==> config.mk <==
export PLATFORM = sky130hd
export DESIGN_NAME = mode_transition_controller
export DESIGN_NICKNAME = d
export VERILOG_FILES = /design/src/rtl/mode_transition_controller.sv
export SDC_FILE = /design/constraint.sdc
export NUM_CORES = 1
export LEC_CHECK = 0
export ABC_AREA = 1
export CORE_UTILIZATION = 45
export CTS_BUF_LIST = sky130_fd_sc_hd__clkbuf_16
export DETAILED_ROUTE_END_ITERATION = 10
export GPL_TIMING_DRIVEN = 0
export MAX_ROUTING_LAYER = met4
export PLACE_DENSITY_LB_ADDON = 0.2
export SLEW_MARGIN = 10
export SYNTH_ARGS = -nofsm -noshare
export SYNTH_HDL_FRONTEND = slang
export SYNTH_SLANG_ARGS = --single-unit
==> constraint.sdc <==
create_clock -name clk -period 2.11 [get_ports clk]
set_input_delay 0.422 -clock clk [delete_from_list [all_inputs] [get_ports clk]]
set_output_delay 0.422 -clock clk [all_outputs]
set_load 0.03 [all_outputs]
==> src/rtl/mode_transition_controller.sv <==
`default_nettype none
// ============================================================================
// Module      : mode_transition_controller
// Description : Hood mode register. Arbitrates one-cycle toggle requests against
//               a legal-transition table and imposes a lockout window after each
//               change. Optional macro THIRD_ONCE_EN limits THIRD to one entry
//               per power cycle.
// Revision    : 1.0 - initial release
// ============================================================================
module mode_transition_controller #(
    parameter int LOCKOUT_CYCLES = 50_000_000,
    parameter int CNT_WIDTH      = 26
) (
    input  logic       clk,
    input  logic       rstn,
    input  logic       power_toggle,
    input  logic       stand_mode_toggle,
    input  logic       first_mode_toggle,
    input  logic       second_mode_toggle,
    input  logic       third_mode_toggle,
    input  logic       clean_mode_toggle,
    input  logic       set_mode_toggle,
    output logic [2:0] current_mode,
    output logic [2:0] previous_mode,
    output logic       mode_changed,
    output logic       lockout_active,
    output logic       third_available
);

    localparam logic [2:0] OFF_MODE    = 3'd0;
    localparam logic [2:0] STAND_MODE  = 3'd1;
    localparam logic [2:0] FIRST_MODE  = 3'd2;
    localparam logic [2:0] SECOND_MODE = 3'd3;
    localparam logic [2:0] THIRD_MODE  = 3'd4;
    localparam logic [2:0] CLEAN_MODE  = 3'd5;
    localparam logic [2:0] SET_MODE    = 3'd6;

    localparam logic [CNT_WIDTH-1:0] LOCKOUT_LOAD = CNT_WIDTH'(LOCKOUT_CYCLES);

    logic [2:0]           next_mode;
    logic                 change;
    logic [CNT_WIDTH-1:0] lock_cnt;
    logic                 third_blocked;
    logic                 mode_valid;
    logic                 power_ok;
    logic                 stand_ok;
    logic                 first_ok;
    logic                 second_ok;
    logic                 third_ok;
    logic                 clean_ok;
    logic                 set_ok;

`ifdef THIRD_ONCE_EN
    logic third_used;

    always_ff @(posedge clk or negedge rstn) begin
        if (!rstn) begin
            third_used <= 1'b0;
        end else if (change && next_mode == THIRD_MODE) begin
            third_used <= 1'b1;
        end else if (change && next_mode == OFF_MODE) begin
            third_used <= 1'b0;
        end
    end

    assign third_blocked = third_used;
`else
    assign third_blocked = 1'b0;
`endif

    // State register: mode, history, change pulse and lockout counter
    always_ff @(posedge clk or negedge rstn) begin
        if (!rstn) begin
            current_mode  <= OFF_MODE;
            previous_mode <= OFF_MODE;
            mode_changed  <= 1'b0;
            lock_cnt      <= '0;
        end else begin
            current_mode <= next_mode;
            mode_changed <= change;
            if (change) begin
                previous_mode <= current_mode;
                lock_cnt      <= LOCKOUT_LOAD;
            end else if (lock_cnt != '0) begin
                lock_cnt <= lock_cnt - CNT_WIDTH'(1);
            end
        end
    end

    // Next-state: legality filter, lockout gating, then fixed-priority pick
    always_comb begin
        mode_valid = (current_mode != 3'd7);
        power_ok   = power_toggle && (current_mode != OFF_MODE);
        stand_ok   = stand_mode_toggle && (current_mode != STAND_MODE);
        first_ok   = first_mode_toggle &&
                     (current_mode == STAND_MODE || current_mode == SECOND_MODE);
        second_ok  = second_mode_toggle &&
                     (current_mode == STAND_MODE || current_mode == FIRST_MODE);
        third_ok   = third_mode_toggle && (current_mode == STAND_MODE) && !third_blocked;
        clean_ok   = clean_mode_toggle && (current_mode == STAND_MODE);
        set_ok     = set_mode_toggle && (current_mode == STAND_MODE);

        next_mode = current_mode;
        if (!mode_valid) begin
            next_mode = OFF_MODE;
        end else if (power_ok) begin
            next_mode = OFF_MODE;
        end else if (lock_cnt == '0) begin
            if (stand_ok) begin
                next_mode = STAND_MODE;
            end else if (clean_ok) begin
                next_mode = CLEAN_MODE;
            end else if (set_ok) begin
                next_mode = SET_MODE;
            end else if (third_ok) begin
                next_mode = THIRD_MODE;
            end else if (second_ok) begin
                next_mode = SECOND_MODE;
            end else if (first_ok) begin
                next_mode = FIRST_MODE;
            end
        end
        change = (next_mode != current_mode);
    end

    // Output decode
    always_comb begin
        lockout_active  = (lock_cnt != '0);
        third_available = ~third_blocked;
    end

endmodule
`default_nettype wire

---- Word-level counts from Yosys, hierarchy flattened ----
Cells that the tools add are included.
storage, ports and cells
  output and inout port bits .............. 9
  bits in registers ....................... 33
  word-level logic and storage cells ...... 35
  bits of input ports ..................... 9
cells by class
  multiplexer cells ....................... 11
  reductions and logical operators ........ 13
  eq/ne operators ......................... 6
  add/subtract/negate cells ............... 1
operators by type and width
  operator                 count
  $mux W26                 2
  $mux W3                  9
  $logic_not A26 Y1        1
  $reduce_bool A26 Y1      1
  $sub A26 B1 Y26 const B  1
  $logic_and A1 B1 Y1      7
  $eq A3 B2 Y1 const B     2
  $eq A3 B1 Y1 const B     1
  $ne A3 B1 Y1 const B     1
  $ne A3 B3 Y1             1
  $ne A3 B3 Y1 const B     1
  $reduce_bool A3 Y1       1
  $logic_or A1 B1 Y1       2
  $reduce_bool A2 Y1       1

---- Logic depth before layout (Yosys ltp) ----
Gate-level depths: netlist (run 1).
  word-level depth ........................ 14
  mapped depth ............................ 15
  gate-level depth less buffers ........... 14

---- Least setup slack after synthesis (run 1) ----
Ideal clock, no wire load.
  path kind ............................... register to register
  start ................................... reg lock_cnt[0]
  end ..................................... reg lock_cnt[12]
  cell stages (with the launch flop) ...... 14
  setup slack ............................. 181 ps
  library setup time ...................... 122 ps
  path buffers ............................ 0
  arrival time ............................ 1806 ps
  path through ............................ dfrtp_1 -> inv_1 -> ha_1 -> nand2_2 -> nor2_2 -> nand3_2 -> nand2_1 -> nand2_1 -> nand2_1 -> nand2_1 -> nand2_2 -> nand3_4 -> inv_2 -> nand2_1
RTL lines
  what                          RTL line  RTL
  start, declared               42        logic [CNT_WIDTH-1:0] lock_cnt;
  start signal, assigned        85        lock_cnt <= lock_cnt - CNT_WIDTH'(1);
  $reduce_bool A26 Y1           --
  named net lockout_active      26        output logic lockout_active,
  $reduce_bool A2 Y1 (no line)  --
The timed path passes the listed nets, and every way through them passes these cells. The select of a mux whose other input is x is not followed.
A chain may end at the register's enable or synchronous reset.

---- Worst setup path in the final report (run 1) ----
  start ................................... reg lock_cnt[0]
  end ..................................... reg lock_cnt[11]
between the ends
  cells in the longest elaborated chain, start to end .. 6
RTL lines
  what
  parallel branches: the longest is 6 deep, another holds $sub A26 B1 Y26
Parallel ways; which one is timed is not known. The select of a mux whose other input is x is not followed.

==> results of run 1 <==
## routing by layer
layer / global-route usage (%) / share of wire [%]
met1: 24.5 / 46
met2: 31.9 / 50
met3: 5.23 / 3.1
met4: 5.44 / 1.1
met5: - / 0
## layout make-up
| type | count | area, um^2 |
|---|---|---|
| Timing Repair Buffer | 28 | 278 |
| Sequential cell | 33 | 826 |
| Buffer | 3 | 27.5 |
| Clock inverter | 3 | 37.5 |
| Multi-Input combinational cell | 195 | 1140 |
| Fill cell | 394 | 1720 |
| Tap cell | 52 | 65.1 |
| Inverter | 35 | 136 |
| Clock buffer | 5 | 125 |
## state kept, by name (all words and copies together) (netlist names)
signal	cells
lock_cnt	26
current_mode	3
previous_mode	3
mode_changed	1
## cell usage after synthesis, types with 3 or more instances
cell type	instances
nand2_1	60
nor2_1	36
inv_1	34
dfrtp_1	33
nor2_2	18
nand3_1	17
xor2_1	15
nand4_1	12
nand2_2	8
xnor2_1	7
nor2_4	3
nor3_1	3
o21ai_0	3
## report_power, final
group,internal [mW],total [mW],switching (mW)
logic,0.383,0.841,0.457
clock network,0.548,0.807,0.259
registers,0.750,0.873,0.124
total,1.68,2.52,0.840
## repair_timing
action,4_1_cts,5_1_grt
gates resized for setup,12,19
gates cloned,1,0
setup endpoints to repair,20,30
pin swaps,5,9
buffers inserted,4,7
## kinds of logic after synthesis
family	share of synthesized area, %
simple gates	39.6
buf+inv	7.61
fa+ha+maj	0.614
other cells	0.184
xor+xnor	9.45
compound gates	2.03
flops	40.5
## final timing paths
path	to	slack [ns]	cells after the start	start
max	lock_cnt[11]	0.08	14	lock_cnt[0]
min	lock_cnt[8]	0.21	1	rstn
max reg2reg	lock_cnt[11]	0.08	14	lock_cnt[0]
min reg2reg	previous_mode[2]	0.50	2	previous_mode[2]
max in group asynchronous	lock_cnt[16]	1.44	1	rstn
min in group clk	previous_mode[2]	0.50	2	previous_mode[2]
## placed cells by master, fill, tap and decap left out, types with 2 or more instances in the layout
cell type,n
nand2_1,54
inv_1,33
nor2_1,33
dfrtp_1,33
nor2_2,19
xor2_1,15
clkdlybuf4s50_1,14
nand3_1,13
nand4_1,12
nand2_2,11
buf_4,11
xnor2_1,7
nor2_4,5
clkbuf_16,5
nand3_2,4
nand2_4,3
buf_2,3
o21ai_0,3
nor3_1,3
nand3_4,2
inv_2,2
## stage by stage
stage	hold WS (ns)	cell area, um^2	setup slack (ns)	power (mW)	util (%)
after floorplan	0.126	2040	0.181	1.41	-
after global placement	0.494	2260	-0.134	1.57	52.0
after global routing	0.277	2630	-0.0414	2.68	60.5
after CTS	0.240	2500	0.00142	2.45	57.5
after detailed placement	0.494	2260	-0.170	1.59	51.9
final	0.208	2630	0.0844	2.52	60.5
==> key figures, run 1 <==
Critical path
  • CP cell instances: inv_1 -> ha_2 -> nand2_4 -> nor2_4 -> nand2_4 -> nor2_8 -> nand3_2 -> nand2_2 -> nand2_2 -> nand2_2 -> nand2_4 -> nand3_4 -> bufbuf_16 -> nor2_2
  • Largest delay contributor family on the critical path: simple AND/OR/NAND/NOR gates
  • Critical path buffers and inverters: 2
  • Type of the worst setup path: flop to flop
  • Startpoint Class: flop
  • CP max stage cell: dfrtp_1
  • Critical path required time: 2.27 ns
  • Data arrival, critical path: 2.19 ns
  • Critical path capture point type: flop
  • Worst path max stage delay: 0.37 ns
  • Max FO, Critical Path: 5

Routing
  • Via density: 4.92
  • Routed Antenna Nets: 0
  • Detailed Route Iter0 Violations: 44
  • TritonRoute pass-1 iters: 4
  • Total Routed Length: 4320 um
  • Avg WL per Cell: 12.2 um
  • Drt drc: 0
  • Via count: 1742

Timing
  • Tmin final: 2.03 ns
  • Least-Margin Pin Slew: 0.732 ns
  • Setup violators final: 0
  • Final hold vios: 0
  • Final period util: 96.0%
  • Slew Viols, Final: 0
  • Unrepaired setup endpoints after global routing: true
  • Setup TNS: 0 ns
  • Slew HR: 51.2%
  • Max Clock Freq: 494 MHz
  • Layout Skew: 0.00535 ns

Pwr
  • Peak supply drop: 0.522 mV
  • Pwr/cell area: 957 nW/um^2
  • Static Leakage: 1.27 nW

Global route
  • All-layer global routing usage: 19.8%
  • Largest net degree at the start of global routing: 34
  • Overflow after GRT: 0
  • First-pass GRT wire length: 7380 um
  • Number of global-route vias before repair: 1658
  • Initial antenna violation count: 0

Floorplanning
  • Initial Util: 46.8%
  • Row Count: 24
  • Width of the die: 69.3 um
  • Die area: 4800 um^2
  • Die Height: 69.3 um
  • I/O pins: 18
  • Core region area: 4350 um^2

Clocking
  • Clock Pin Slew Worst Setup and Hold Paths: 0.05 ns
  • Cts hold-fix bufs: 0
  • Clock root buffer: clkbuf_16
  • Num CTS Buffers: 5
  • CTS tree: done
  • Worst skew pair latency: 0.28 ns
  • Longest Clk Path Bufs: 2
  • Htree depth: 2
  • Clock Sinks: 33

Layout
  • Final cell count without fillers: 354
  • Antenna Diode Count: 0
  • Fin nets: 311
  • Area delta synth->final: 29.2%
  • Share of layout cells above drive strength 1: 24.8%

Synth
  • Most area-consuming cells after synthesis: dfrtp_1, nand2_1, nor2_1
  • Synth top area share: 40.5%
  • FFs w/ async S/R, synth: 100%
  • Net count after synthesis: 276
  • Number of synthesized flops with an enable pin: 0
  • Yosys warns: 0
  • Synth Instances: 266
  • Post-synth cell types: 30
  • Top_reg_cell synth: dfrtp_1
  • Register area share after synthesis: 40.5%
  • Mean Syn Cell Area: 7.66 um^2
  • Synth Cell Area: 2040 um^2
  • Flops & latches, synth: 33
  • Area leader, netlist: dfrtp_1

Place
  • DP HPWL: 3050 um
  • Buffers on Ports: 16
  • Dpl cells: 334
  • GPL Wtd Cong: 0.824

Status
  • Outcome: finished clean

Job
  • Max Cap Violations: 0

Worst hold path
  • Hold crit path type: input pin to async pin
Note: power is estimated with default switching activity, not from simulation.
==> inputs of run 2 (changes only) <==
--- a/config.mk
+++ b/config.mk
@@ -6,10 +6,11 @@
 export NUM_CORES = 1
 export LEC_CHECK = 0
 export ABC_AREA = 1
-export CORE_UTILIZATION = 45
+export CORE_UTILIZATION = 37
 export CTS_BUF_LIST = sky130_fd_sc_hd__clkbuf_16
 export DETAILED_ROUTE_END_ITERATION = 10
 export GPL_TIMING_DRIVEN = 0
+export HOLD_SLACK_MARGIN = 0.1
 export MAX_ROUTING_LAYER = met4
 export PLACE_DENSITY_LB_ADDON = 0.2
 export SLEW_MARGIN = 10
==> run 2 against run 1 <==
  * Register-to-register slack about the same
  * Flip-flop and latch count unchanged
  * First-iteration DRC count decreased by 9.1%
  * Global-route usage decreased by 3.2 points
  * Power decreased by 7.4%
  * Wire length increased by 4.1%
  * Largest power group unchanged
  * Worst setup slack improved by 0.0035 ns
  * Non-clock buffer count decreased by 3
  * Worst hold slack improved by 0.0010 ns
  * Count of clock-buffer cells in the layout unchanged
==> key figures, run 2 (synthesis gave the netlist of run 1 again) <==
Status
  • Outcome: finished clean

Routing
  • Detailed Route Iter0 Violations: 40 (-9.1%)
  • TritonRoute pass-1 iters: 4 (unchanged)
  • Avg WL per Cell: 12.2 um (-0.15%)
  • Total Routed Length: 4490 um (+4.1%)
  • Via count: 1731 (-0.63%)
  • Drt drc: 0 (unchanged)
  • Via density: 4.69 (-4.7%)
  • Routed Antenna Nets: 0 (unchanged)

Floorplanning
  • I/O pins: 18 (unchanged)
  • Row Count: 26 (+8.3%)
  • Initial Util: 39.2% (-7.7 points)
  • Core region area: 5200 um^2 (+20%)
  • Die Height: 76.2 um (+10%)
  • Width of the die: 76.2 um (+10%)
  • Die area: 5810 um^2 (+21%)

Clocking
  • Clock Pin Slew Worst Setup and Hold Paths: 0.05 ns (about the same)
  • CTS tree: done
  • Htree depth: 2 (unchanged)
  • Clock Sinks: 33 (unchanged)
  • Cts hold-fix bufs: 0 (unchanged)
  • Longest Clk Path Bufs: 2 (unchanged)
  • Clock root buffer: clkbuf_16
  • Num CTS Buffers: 5 (unchanged)
  • Worst skew pair latency: 0.28 ns (about the same)

Global route
  • First-pass GRT wire length: 7380 um (about the same)
  • Number of global-route vias before repair: 1641 (-1.0%)
  • Largest net degree at the start of global routing: 34 (unchanged)
  • Initial antenna violation count: 0 (unchanged)
  • All-layer global routing usage: 16.6% (-3.2 points)
  • Overflow after GRT: 0 (unchanged)

Layout
  • Max reg flops: 26 (unchanged)
  • Area of the multi-input gates: 1120 um^2 (-1.3%)
  • Largest Register: lock_cnt
  • Most frequent cells in the layout: nand2_1, inv_1, dfrtp_1
  • Leading cell type in the layout, fill and taps excluded: nand2_1
  • Share of layout cells above drive strength 1: 23.4% (-1.4 points)
  • Final instance area: 2580 um^2 (-1.9%)
  • # fillers: 536 (+36%)
  • Antenna Diode Count: 0 (unchanged)
  • Area delta synth->final: 26.7%
  • Fin nets: 308 (-0.96%)
  • Largest registers: lock_cnt (26), current_mode (3), previous_mode (3)
  • Sequential cell area: 826 um^2 (unchanged)

Critical path
  • Type of the worst setup path: flop to flop
  • Critical path required time: 2.28 ns (about the same)
  • Startpoint Class: flop
  • Data arrival, critical path: 2.19 ns (about the same)
  • Max FO, Critical Path: 7 (+2)
  • Critical path capture point type: flop

Timing
  • Setup TNS: 0 ns (unchanged)
  • Slew HR: 50.3% (-0.90 points)
  • Slew Viols, Final: 0 (unchanged)
  • Tmin final: 2.02 ns (-0.00352 ns)
  • Least-Margin Pin Slew: 0.745 ns (+0.0135 ns)
  • Final hold vios: 0 (unchanged)
  • Hold WS: 0.209 ns (+0.00102 ns)
  • Setup violators final: 0 (unchanged)
  • Max Clock Freq: 495 MHz (+0.17%)
  • Final worst slack: 0.0879 ns (+0.00352 ns)
  • Final period util: 95.8% (-0.17 points)
  • Layout Skew: 0.00359 ns (-0.00177 ns)

Place
  • Area after DPL: 2280 um^2 (+1.0%)
  • DP HPWL: 3090 um (+1.2%)
  • Buffers on Ports: 16 (unchanged)
  • DP Worst Slack: -0.178 ns (-0.00817 ns)
  • GPL Wtd Cong: 0.780 (-5.3%)

Pwr
  • Static Leakage: 1.23 nW (-3.1%)
  • Switch Pwr: 0.818 mW (-2.6%)
  • Sw frac: 35.0% (+1.7 points)
  • Clock group share of total power: 29.2% (-2.8 points)
  • Combinational Power Share: 33.7% (+0.3 points)
  • Peak supply drop: 0.370 mV (-29%)
  • Seq pwr share: 37.1% (+2.5 points)
  • Pint: 1.52 mW (-9.7%)
  • Pwr/cell area: 904 nW/um^2 (-5.5%)

Worst hold path
  • Hold crit path type: input pin to async pin

Job
  • Max Cap Violations: 0 (unchanged)
==> run 2: power by group through the flow <==
stage | Clock [mW] | Sequential [mW] | Combinational [mW]
3_5_place_dp | 0 | 0.881 | 0.695
3_3_place_gp | 0 | 0.880 | 0.693
6_report | 0.681 | 0.867 | 0.787
2_1_floorplan | 0 | 0.887 | 0.527
4_1_cts | 0.701 | 0.874 | 0.719
5_1_grt | 0.723 | 0.885 | 0.896
==> run 2: metrics by stage <==
stage	utilization [%]	power, mW	cells
2_1_floorplan	-	1.41	266
3_3_place_gp	43.9	1.57	352
3_5_place_dp	43.8	1.58	352
4_1_cts	46.9	2.29	363
5_1_grt	49.6	2.50	369
6_report	49.6	2.34	369
==> run 2: worst max-delay path: stages, from the launching register on <==
cell	delay, ns
dfrtp_1	0.37
inv_1	0.08
ha_2	0.18
nand2_2	0.09
nor2_4	0.13
nand2_4	0.08
nor2_8	0.14
nand2_1	0.08
nand2_1	0.09
nand2_1	0.08
nand2_1	0.11
inv_1	0.08
nand3_4	0.18
clkbuf_16	0.19
nor2_2	0.03
==> run 2: what timing repair did <==
item                                    4_1_cts  5_1_grt
pin swaps                                     1        9
endpoints found under the setup margin       20       31
hold endpoints to repair                      0        0
resized for setup                             7       22
setup buffers                                 3        5
cloned                                        0        1
==> run 2: worst paths after layout <==
kind                                   from  slack [ns]                to  cells after the start
max in group asynchronous              rstn        1.43      lock_cnt[19]                      1
hold / removal                         rstn        0.21      mode_changed                      1
min in group clk           previous_mode[2]        0.50  previous_mode[2]                      2
hold reg to reg            previous_mode[2]        0.50  previous_mode[2]                      2
setup / recovery                lock_cnt[0]        0.09      lock_cnt[16]                     14
setup reg to reg                lock_cnt[0]        0.09      lock_cnt[16]                     14
==> run 2: layout make-up <==
cell class / instances / area share, %
multi-input combinational: 195 / 43.5
sequential: 33 / 32.0
timing repair buffer: 25 / 9.25
inverter: 35 / 5.28
clock buffer: 5 / 4.84
tap: 70 / 3.39
buffer: 3 / 1.26
clock inverter: 3 / 0.484
==> run 2: routing by layer <==
layer / GRT usage [%] / wire [um] / vias to the layer above
met5: - / 0 / -
met4: 6.92 / 97 / 0
met3: 2.87 / 126 / 8
met2: 27.0 / 2140 / 27
met1: 20.2 / 2130 / 810
li1: - / - / 886
==> inputs of run 3 (changes only) <==
--- a/config.mk
+++ b/config.mk
@@ -6,9 +6,11 @@
 export NUM_CORES = 1
 export LEC_CHECK = 0
 export ABC_AREA = 1
+export CORE_ASPECT_RATIO = 1.4
 export CORE_UTILIZATION = 37
 export CTS_BUF_LIST = sky130_fd_sc_hd__clkbuf_16
 export DETAILED_ROUTE_END_ITERATION = 10
+export GPL_ROUTABILITY_DRIVEN = 0
 export GPL_TIMING_DRIVEN = 0
 export HOLD_SLACK_MARGIN = 0.1
 export MAX_ROUTING_LAYER = met4
==> constraint.sdc (replaced) <==
create_clock -name clk -period 2.1 [get_ports clk]
set_input_delay 0.42 -clock clk [delete_from_list [all_inputs] [get_ports clk]]
set_output_delay 0.42 -clock clk [all_outputs]
set_load 0.03 [all_outputs]
==> run 3 against run 2 <==
  * Global-route usage is 1.7 points higher
  * Clock skew is 0.00090 ns higher
  * Critical endpoint is now lockout_active
  * Die area hardly changed
  * Wire length is 3.4% higher
  * Register-to-register slack hardly changed
  * Highest routed layer unchanged
  * First-iteration DRC count is 48% lower
  * Largest cell class unchanged
==> key figures, run 3 (synthesis gave the netlist of run 1 again) <==
Place
  • DP HPWL: 3310 um (+7.3%)
  • DP Worst Slack: -0.181 ns (-0.00268 ns)
  • Area after DPL: 2280 um^2 (-0.22%)
  • Buffers on Ports: 16 (unchanged)

Layout
  • Share of layout cells above drive strength 1: 29.0% (+5.6 points)
  • Most frequent cells in the layout: nand2_1, dfrtp_1, inv_1, nor2_1, nor2_2
  • Antenna Diode Count: 0 (unchanged)
  • Area delta synth->final: 31.9%
  • Fin nets: 312 (+1.3%)
  • Largest Register: lock_cnt
  • Largest registers: lock_cnt (26), current_mode (3), previous_mode (3)
  • Final instance area: 2690 um^2 (+4.1%)
  • Leading cell type in the layout, fill and taps excluded: nand2_1
  • Max reg flops: 26 (unchanged)

Critical path
  • Type of the worst setup path: flop to output port
  • Crit path depth: 5 (-9)
  • Critical path buffers and inverters: 1 (-2)
  • Worst path max stage delay: 0.40 ns (+0.03 ns)
  • Critical path required time: 1.68 ns (-0.60 ns)
  • Max FO, Critical Path: 7 (unchanged)
  • Reg2reg start: lock_cnt[5]
  • Critical path capture point type: output port
  • CP max stage cell: dfrtp_1
  • Startpoint Class: flop
  • Largest delay contributor family on the critical path: simple AND/OR/NAND/NOR gates
  • CP cell instances: nor2_2 -> nand2_2 -> nor2_4 -> nand3_4 -> clkdlybuf4s15_2
  • Data arrival, critical path: 1.60 ns (-0.59 ns)
  • Reg2reg end: lock_cnt[4]
  • Register-to-register setup slack: 0.08 ns (about the same)
  • Worst r2r path cells: 13 (-1)

Floorplanning
  • Die area: 5810 um^2 (about the same)
  • Die Height: 89.8 um (+18%)
  • I/O pins: 18 (unchanged)
  • Row Count: 31 (+19%)
  • Core region area: 5240 um^2 (+0.60%)
  • Width of the die: 64.7 um (-15%)
  • Initial Util: 38.9% (-0.23 points)

Routing
  • Routed Antenna Nets: 0 (unchanged)
  • Via count: 1764 (+1.9%)
  • TritonRoute pass-1 iters: 4 (unchanged)
  • Avg WL per Cell: 12.6 um (+3.4%)
  • Drt drc: 0 (unchanged)
  • Via density: 4.78 (+1.9%)
  • Detailed Route Iter0 Violations: 21 (-48%)
  • Total Routed Length: 4640 um (+3.4%)

Timing
  • Setup violators final: 0 (unchanged)
  • Slew Viols, Final: 0 (unchanged)
  • Hold WS: 0.207 ns (-0.00182 ns)
  • Final worst slack: 0.0792 ns (-0.00864 ns)
  • Max Clock Freq: 495 MHz
  • Layout Skew: 0.00449 ns (+0.000902 ns)
  • Final hold vios: 0 (unchanged)
  • Least-Margin Pin Slew: 0.746 ns (+0.000394 ns)
  • Tmin final: 2.02 ns
  • Setup TNS: 0 ns (unchanged)
  • Slew HR: 50.3% (about the same)
  • Final period util: 96.2%

Global route
  • All-layer global routing usage: 18.3% (+1.7 points)
  • First-pass GRT wire length: 7820 um (+6.0%)
  • Number of global-route vias before repair: 1768 (+7.7%)
  • Initial antenna violation count: 0 (unchanged)
  • Overflow after GRT: 0 (unchanged)
  • Largest net degree at the start of global routing: 34 (unchanged)

Job
  • Max Cap Violations: 0 (unchanged)

Clocking
  • Clock Sinks: 33 (unchanged)
  • Clock Pin Slew Worst Setup and Hold Paths: 0.05 ns (about the same)
  • Htree depth: 2 (unchanged)
  • Cts hold-fix bufs: 0 (unchanged)
  • Clock root buffer: clkbuf_16
  • Num CTS Buffers: 5 (unchanged)
  • Worst skew pair latency: 0.28 ns (about the same)
  • Longest Clk Path Bufs: 2 (unchanged)
  • CTS tree: done

Worst hold path
  • Hold crit path type: input pin to async pin

Status
  • Outcome: finished clean

Pwr
  • Peak supply drop: 0.654 mV (+77%)
  • Pwr/cell area: 914 nW/um^2 (+1.0%)
  • Pwr Total: 2.46 mW (+5.2%)
  • Static Leakage: 1.27 nW (+3.2%)
run 3: worst max path at each step:
stage,startpoint,endpoint,slack [ns]
final,lock_cnt[5],lockout_active,0.08
after global routing,lock_cnt[5],lock_cnt[23],-0.05
after CTS,lock_cnt[22],lock_cnt[15],-0.004
after detailed placement,second_mode_toggle,lock_cnt[23],-0.18
after global placement,second_mode_toggle,lock_cnt[20],-0.16
after floorplan,lock_cnt[0],lock_cnt[12],0.17
run 3: report_power, final:
group	internal (mW)	switching, mW
combinational	0.410	0.483
sequential	0.756	0.119
clock	0.430	0.259
run 3: routing by layer:
layer | vias to the layer above | share of wire, % | global-route usage [%]
met3 | 11 | 2.6 | 3.17
met5 | - | 0 | -
met1 | 819 | 41 | 19.2
li1 | 902 | - | -
met2 | 32 | 53 | 32.2
met4 | 0 | 3.4 | 8.52
run 3: final cells by class:
cell class	instances	area [um^2]
Inverter	35	139
Buffer	3	27.5
Fill cell	501	2550
Timing Repair Buffer	29	279
Clock buffer	5	125
Sequential cell	33	828
Clock inverter	3	13.8
Tap cell	66	82.6
Multi-Input combinational cell	195	1190
run 3: timing repair:
action                                 in CTS  in global routing
pin swaps                                   6                  9
endpoints found under the hold margin       0                  0
buffers inserted                            6                  6
gates cloned                                1                  0
setup endpoints to repair                  22                 30
resized for setup                          16                 31
run 3: per-stage QoR:
step,util (%),std cells
CTS,48.4,363
detailed placement,43.5,348
finish,51.4,369
global placement,43.6,348
global route,51.4,369
floorplan,-,266
